### src/rtl/mux_scanner.sv
// mux_scanner: registered N:1 channel multiplexer with manual select and an
// auto-scan mode that dwells DWELL enabled cycles on each channel in turn.
module mux_scanner #(
  parameter  int WIDTH  = 4,
  parameter  int NUM_CH = 16,
  parameter  int DWELL  = 4,
  localparam int SEL_W  = $clog2(NUM_CH)
) (
  input  logic                    clk,
  input  logic                    rst,
  input  logic [NUM_CH*WIDTH-1:0] in,
  input  logic [SEL_W-1:0]        sel,
  input  logic                    mode,
  input  logic                    en,
  output logic [WIDTH-1:0]        out,
  output logic                    out_valid,
  output logic [SEL_W-1:0]        ch,
  output logic                    wrap
);

  localparam int CNT_W = (DWELL > 1) ? $clog2(DWELL) : 1;

  typedef enum logic {
    MANUAL = 1'b0,
    SCAN   = 1'b1
  } state_t;

  state_t                        state;
  logic [CNT_W-1:0]              cnt;
  logic [SEL_W-1:0]              ptr;
  logic [NUM_CH-1:0][WIDTH-1:0]  ch_data;

  logic [SEL_W-1:0]              scan_ptr;
  logic [CNT_W-1:0]              scan_cnt;
  logic                          dwell_done;
  logic                          ptr_last;

  // Unpack the flat input bus into per-channel slices (channel 0 = LSBs).
  for (genvar k = 0; k < NUM_CH; k++) begin : g_unpack
    assign ch_data[k] = in[k*WIDTH +: WIDTH];
  end

  // Effective scan position: entering scan from manual always starts a fresh
  // pass at channel 0, whatever ptr/cnt happen to hold.
  always_comb begin
    scan_ptr   = (state == SCAN) ? ptr : '0;
    scan_cnt   = (state == SCAN) ? cnt : '0;
    dwell_done = (scan_cnt == CNT_W'(DWELL - 1));
    ptr_last   = (scan_ptr == {SEL_W{1'b1}});
  end

  // Mode tracking, sampling, dwell/pointer advance and the wrap pulse.
  always_ff @(posedge clk) begin
    if (rst) begin
      state     <= MANUAL;
      cnt       <= '0;
      ptr       <= '0;
      out       <= '0;
      ch        <= '0;
      out_valid <= 1'b0;
      wrap      <= 1'b0;
    end else begin
      state     <= mode ? SCAN : MANUAL;
      out_valid <= 1'b0;
      wrap      <= 1'b0;
      if (!mode) begin
        // Manual: scan position is discarded so a later scan entry is clean.
        cnt <= '0;
        ptr <= '0;
        if (en) begin
          out       <= ch_data[sel];
          ch        <= sel;
          out_valid <= 1'b1;
        end
      end else if (en) begin
        out       <= ch_data[scan_ptr];
        ch        <= scan_ptr;
        out_valid <= 1'b1;
        if (dwell_done) begin
          // Power-of-two channel count: the increment wraps to 0 naturally.
          cnt  <= '0;
          ptr  <= scan_ptr + 1'b1;
          wrap <= ptr_last;
        end else begin
          cnt <= scan_cnt + 1'b1;
          ptr <= scan_ptr;
        end
      end else begin
        // Stalled: hold position, but a stalled scan entry still starts at 0.
        cnt <= scan_cnt;
        ptr <= scan_ptr;
      end
    end
  end

endmodule

### config.mk
export PLATFORM = sky130hd
export DESIGN_NAME = mux_scanner
export DESIGN_NICKNAME = d
export VERILOG_FILES = /design/src/rtl/mux_scanner.sv
export SDC_FILE = /design/constraint.sdc
export NUM_CORES = 1
export LEC_CHECK = 0
export CAP_MARGIN = 20
export CORE_UTILIZATION = 46
export CTS_CLUSTER_SIZE = 24
export DETAILED_ROUTE_END_ITERATION = 7
export GPL_TIMING_DRIVEN = 0
export PLACE_DENSITY = 0.89
export SYNTH_ARGS = -nofsm -noshare
export SYNTH_HDL_FRONTEND = slang
export SYNTH_SLANG_ARGS = --single-unit
### constraint.sdc
create_clock -name clk -period 4.85 [get_ports clk]
set_input_delay 0.485 -clock clk [delete_from_list [all_inputs] [get_ports clk]]
set_output_delay 0.485 -clock clk [all_outputs]
set_load 0.02 [all_outputs]
; Word-level counts from Yosys, hierarchy flattened
; Index checks and enable logic that the tools add are counted.
[classes]
addsub = 2
n_lt_le_gt_ge = 2
n_eq_ne = 2
muxes = 18
bitwise_logic = 3
reduce_logical = 2
[op_table]
columns = op, count
row1 = $mux 4, 11
row2 = $bmux 4 s4, 2
row3 = $lt 4x5->1 const B, 2
row4 = $mux 2, 3
row5 = $add 4x1->4 const B, 1
row6 = $eq 4x4->1 const B, 1
row7 = $reduce_or 4->1, 1
row8 = $not 1->1, 3
row9 = $add 2x1->2 const B, 1
row10 = $eq 2x2->1 const B, 1
row11 = $mux 1, 2
row12 = $reduce_or 2->1, 1
[totals]
reg_bits = 17
input_bits = 72
output_inout_bits = 10
elab_cells = 36

; Logic depth before layout (Yosys ltp)
[depth]
word_depth = 5
depth_mapped = 8
ltp_nobuf = 6

; Least setup slack after synthesis
; No wires, ideal clock.
[synth_timing]
kind = input-to-reg
startpoint = in sel[0]
endpoint = reg out[1]
setup_time_ns = 0.117
t_arrival_ns = 1.559
required_time_ns = 4.733
slack_ns = 3.174
cell_stages = 7
path_buffers = 2
path_cell_list = buf_2 > buf_2 > mux2i_1 > a22oi_1 > a21oi_1 > nor3_1 > a22o_1
[synth_via]
elab_chain_cells = 4
[synth_lines]
columns = element, line_no
row1 = from (decl), 12  ; input logic [SEL_W-1:0] sel,
row2 = $bmux 4 s4, 71  ; out <= ch_data[sel];
row3 = $mux 4 (implied by the code), 71
row4 = $mux 4, 70  ; if (en) begin
row5 = $mux 4, 66  ; if (!mode) begin
row6 = to (signal assigned), 71
row7 = to (signal assigned), 76  ; out <= ch_data[scan_ptr];
row8 = to (decl), 15  ; output logic [WIDTH-1:0] out,
; No other way between the ends. The select of a mux whose other input is x is not followed.
; A chain may end at the register's enable or synchronous reset.

; Final worst setup path
[layout_timing]
startpoint = in sel[1]
endpoint = reg out[1]
; Same word-level chain as after synthesis.

==> results.toml <==
[power]
swShare = 0.286
p_leak_uw = 0.00104
combPwrFrac = 0.386
netSwitchingPower_uw = 120
power.density_mw_per_mm2 = 153
vdd_ir_drop_max_mv = 0.130
clockPowerShare = 0.257
p_int_uw = 299
seqPwrFrac = 0.358

[grt]
grt_pass1_wl_um = 9940
grt_usage = 0.307
grt_overflow = 0
grt.busiest_layer = "met2"
antenna_found_initial = 0
grt_pass1_vias = 2134
grt_use_met2 = 0.549
grt_max_degree = 11
grtUsageMet3 = 0.0423
use_met1 = 0.366

[critical_path]
slowest_stage = "clkdlybuf4s50_1"
r2r_slack_ns = 2.91
cpPeakStageDelay_ns = 0.53
reg2reg_to = "out[1]$_SDFFE_PP0P_"
crit_buf_inv = 2
path_cells = "clkdlybuf4s50_1, nor2b_1, buf_1, a22oi_1, a21oi_1, nor3_1, a22o_1"
cp.arrival_ns = 2.26
crit_start = "sel[1]"
worstSetupPathType = "input pin to register"
reg2reg_from = "ptr[0]$_SDFF_PP0_"
startpoint_type = "input pin"
critPathCaptureType = "register"
cp_max_fo = 8
crit_family = "buffers and inverters"
critical_path_depth = 7
crit_path_end = "out[1]$_SDFFE_PP0P_"
required_ns = 5.00
r2r_cells = 8

[synthesis]
synth-edff-count = 0
syn_area_mm2 = 0.00182
synth_cell_types = 34
ys_ff_latch = 17
synth_fa_ha_area_frac = 0.00686
synthMuxAreaShare = 0.301
synth-compound-area-share = 0.279
yosys.area_share.simple = 0.137
synth_top_family_by_area = "multiplexers"
ys_seq_area_frac = 0.187
syn-num-nets = 289
syn_avg_cell_area_um2 = 8.45
synth-xor-area-share = 0.0240
yosysWarnings = 0
syn_inst = 216
async_reset_ff_frac = 0
ys.flop_type = "dfxtp_1"

[drt]
drtIter0Drc = 141
wl_per_cell_um = 18.0
first_pass_iters = 4
routed_wl_um = 6260
vias = 2143
drc = 0
ant_nets = 0
vias_per_cell = 6.16

[floorplanning]
fp.coreArea_mm2 = 0.00374
die_h_um = 65.0
io_pins = 82
placementRows = 22
dieWidth_um = 65.0
die-area_mm2 = 0.00422
floorplan.initialDensity = 0.487

[sta]
min_period_ns = 2.11
slew_headroom = 0.512
rsz0062_at_grt = "false"
drv_slew = 0
tns_ns = 0
fin_skew_ns = 0.00362
fmax_mhz = 474
worst_pin_slew_ns = 0.729
setup_viol = 0
timing.final.crit_share = 0.435
hold_ws_ns = 0.496
hold_violations = 0

[clock_network]
cts_root_buf = "clkbuf_8"
ctsResizeCount = 0
postCtsSetupBuffers = 0
h-tree-depth = 1
cts_buffer_depth = 2
insertion_delay_ns = 0.26
clock-sinks = 17
cts_buffers = 3
ctsHoldBuffers = 0
cts_tree = "yes"
clk_pin_slew_ns = 0.06

[placement]
gp_congestion = 0.913
port_buffers = 80
dp.final_hpwl_um = 4710

[status]
status = "complete, no violations"

[finish]
area_growth_pct = 49.7
drive_gt1_frac = 0.0633
antennaDiodeCount = 0
finalNetCount = 374

[run]
drv_cap = 0

[min_path]
holdCritStartpoint = "ch[1]$_SDFFE_PP0P_"
hold_path_class = "register to register"
-- synth_stat cells (3+ instances only) --
library cell,instances,area [um^2]
mux2i_1,50,500
xnor2_1,3,26.3
nor2b_1,3,18.8
nand3_1,4,20.0
inv_1,3,11.3
nand2_1,13,48.8
a311oi_1,3,26.3
a22oi_1,24,180
dfxtp_1,17,340
and2_1,4,25.0
buf_2,5,25.0
a211oi_1,5,37.5
a22o_1,4,35.0
nor2_1,14,52.6
nand2b_1,5,31.3
a32oi_1,4,35.0
o211ai_1,4,30.0
clkbuf_1,7,26.3
a221o_1,12,120
nor3_1,4,20.0
buf_6,3,33.8
a21oi_1,8,40.0
mux2_2,3,33.8
-- cell usage in the layout, fill, tap and decap left out, drive strengths merged, types with 3 or more instances in the layout --
master	synthesis	routed
a221o	12	12
nand2b	5	5
nand2	13	13
a22oi	24	24
a211oi	5	5
dfxtp	17	17
a32oi	4	4
nor2	14	14
nor3	4	4
nor2b	3	3
a21oi	8	8
xnor2	3	3
clkdlybuf4s50	0	80
nand3	4	4
buf	11	11
inv	4	4
mux2i	50	50
mux2	4	4
and2	4	4
clkbuf	7	11
o211ai	4	4
a22o	4	4
a311oi	3	3
-- sequential cells by signal (all words and copies together) (netlist names) --
name	flops
ch	4
out	4
ptr	4
cnt	2
out_valid	1
state	1
wrap	1
-- power groups by stage --
stage                     registers, uW  clock network [uW]  logic, uW
final                               150                 108        162
after global routing                150                 115        172
after floorplan                     159                   0       62.0
after CTS                           150                 109        160
after global placement              153                   0        156
after detailed placement            153                   0        159
-- stage by stage --
step,util,worst slack [ns],cells,power (uW),area [um^2]
finish,0.729,2.74,348,419,2730
global route,0.729,2.71,348,437,2730
CTS,0.729,2.79,348,419,2730
detailed placement,0.717,2.52,344,312,2690
global placement,0.717,2.54,344,309,2690
floorplan,-,3.17,216,221,1820
-- kinds of logic after synthesis --
group,Yosys count
AO/OA/AOI/OAI,65
XOR/XNOR,5
adder cells (fa/ha/maj),1
buffers and inverters,22
flip-flops,17
multiplexers,54
AND/OR/NAND/NOR,52
-- layer usage --
layer,up-vias,routed length [um]
li1,1012,-
met1,995,2540
met2,118,3110
met3,18,466
met4,0,150
met5,-,0
-- worst min-delay path by stage --
stage                               end  slack (ns)  cells after the start
floorplan            ch[3]$_SDFFE_PP0P_        0.51                      2
global placement     ch[0]$_SDFFE_PP0P_        0.48                      2
detailed placement  out[2]$_SDFFE_PP0P_        0.47                      1
CTS                  ch[2]$_SDFFE_PP0P_        0.50                      2
global route        out[2]$_SDFFE_PP0P_        0.52                      1
finish               ch[1]$_SDFFE_PP0P_        0.50                      2
-- worst register-to-register path: cells and delay by family (launching register included) --
family | cells | cell delay (ns)
flops | 1 | 0.32
simple gates | 1 | 0.07
mux | 1 | 0.24
buf+inv | 3 | 0.57
compound gates | 3 | 0.63
-- cell type report --
cell class                      count  area, um^2
Buffer                             18         104
Clock buffer                        4        45.0
Fill cell                         319        1010
Inverter                            4        15.0
Multi-Input combinational cell    177        1370
Sequential cell                    17         340
Tap cell                           48        60.1
Timing Repair Buffer               80         801
(Power assumes the default switching activity.)
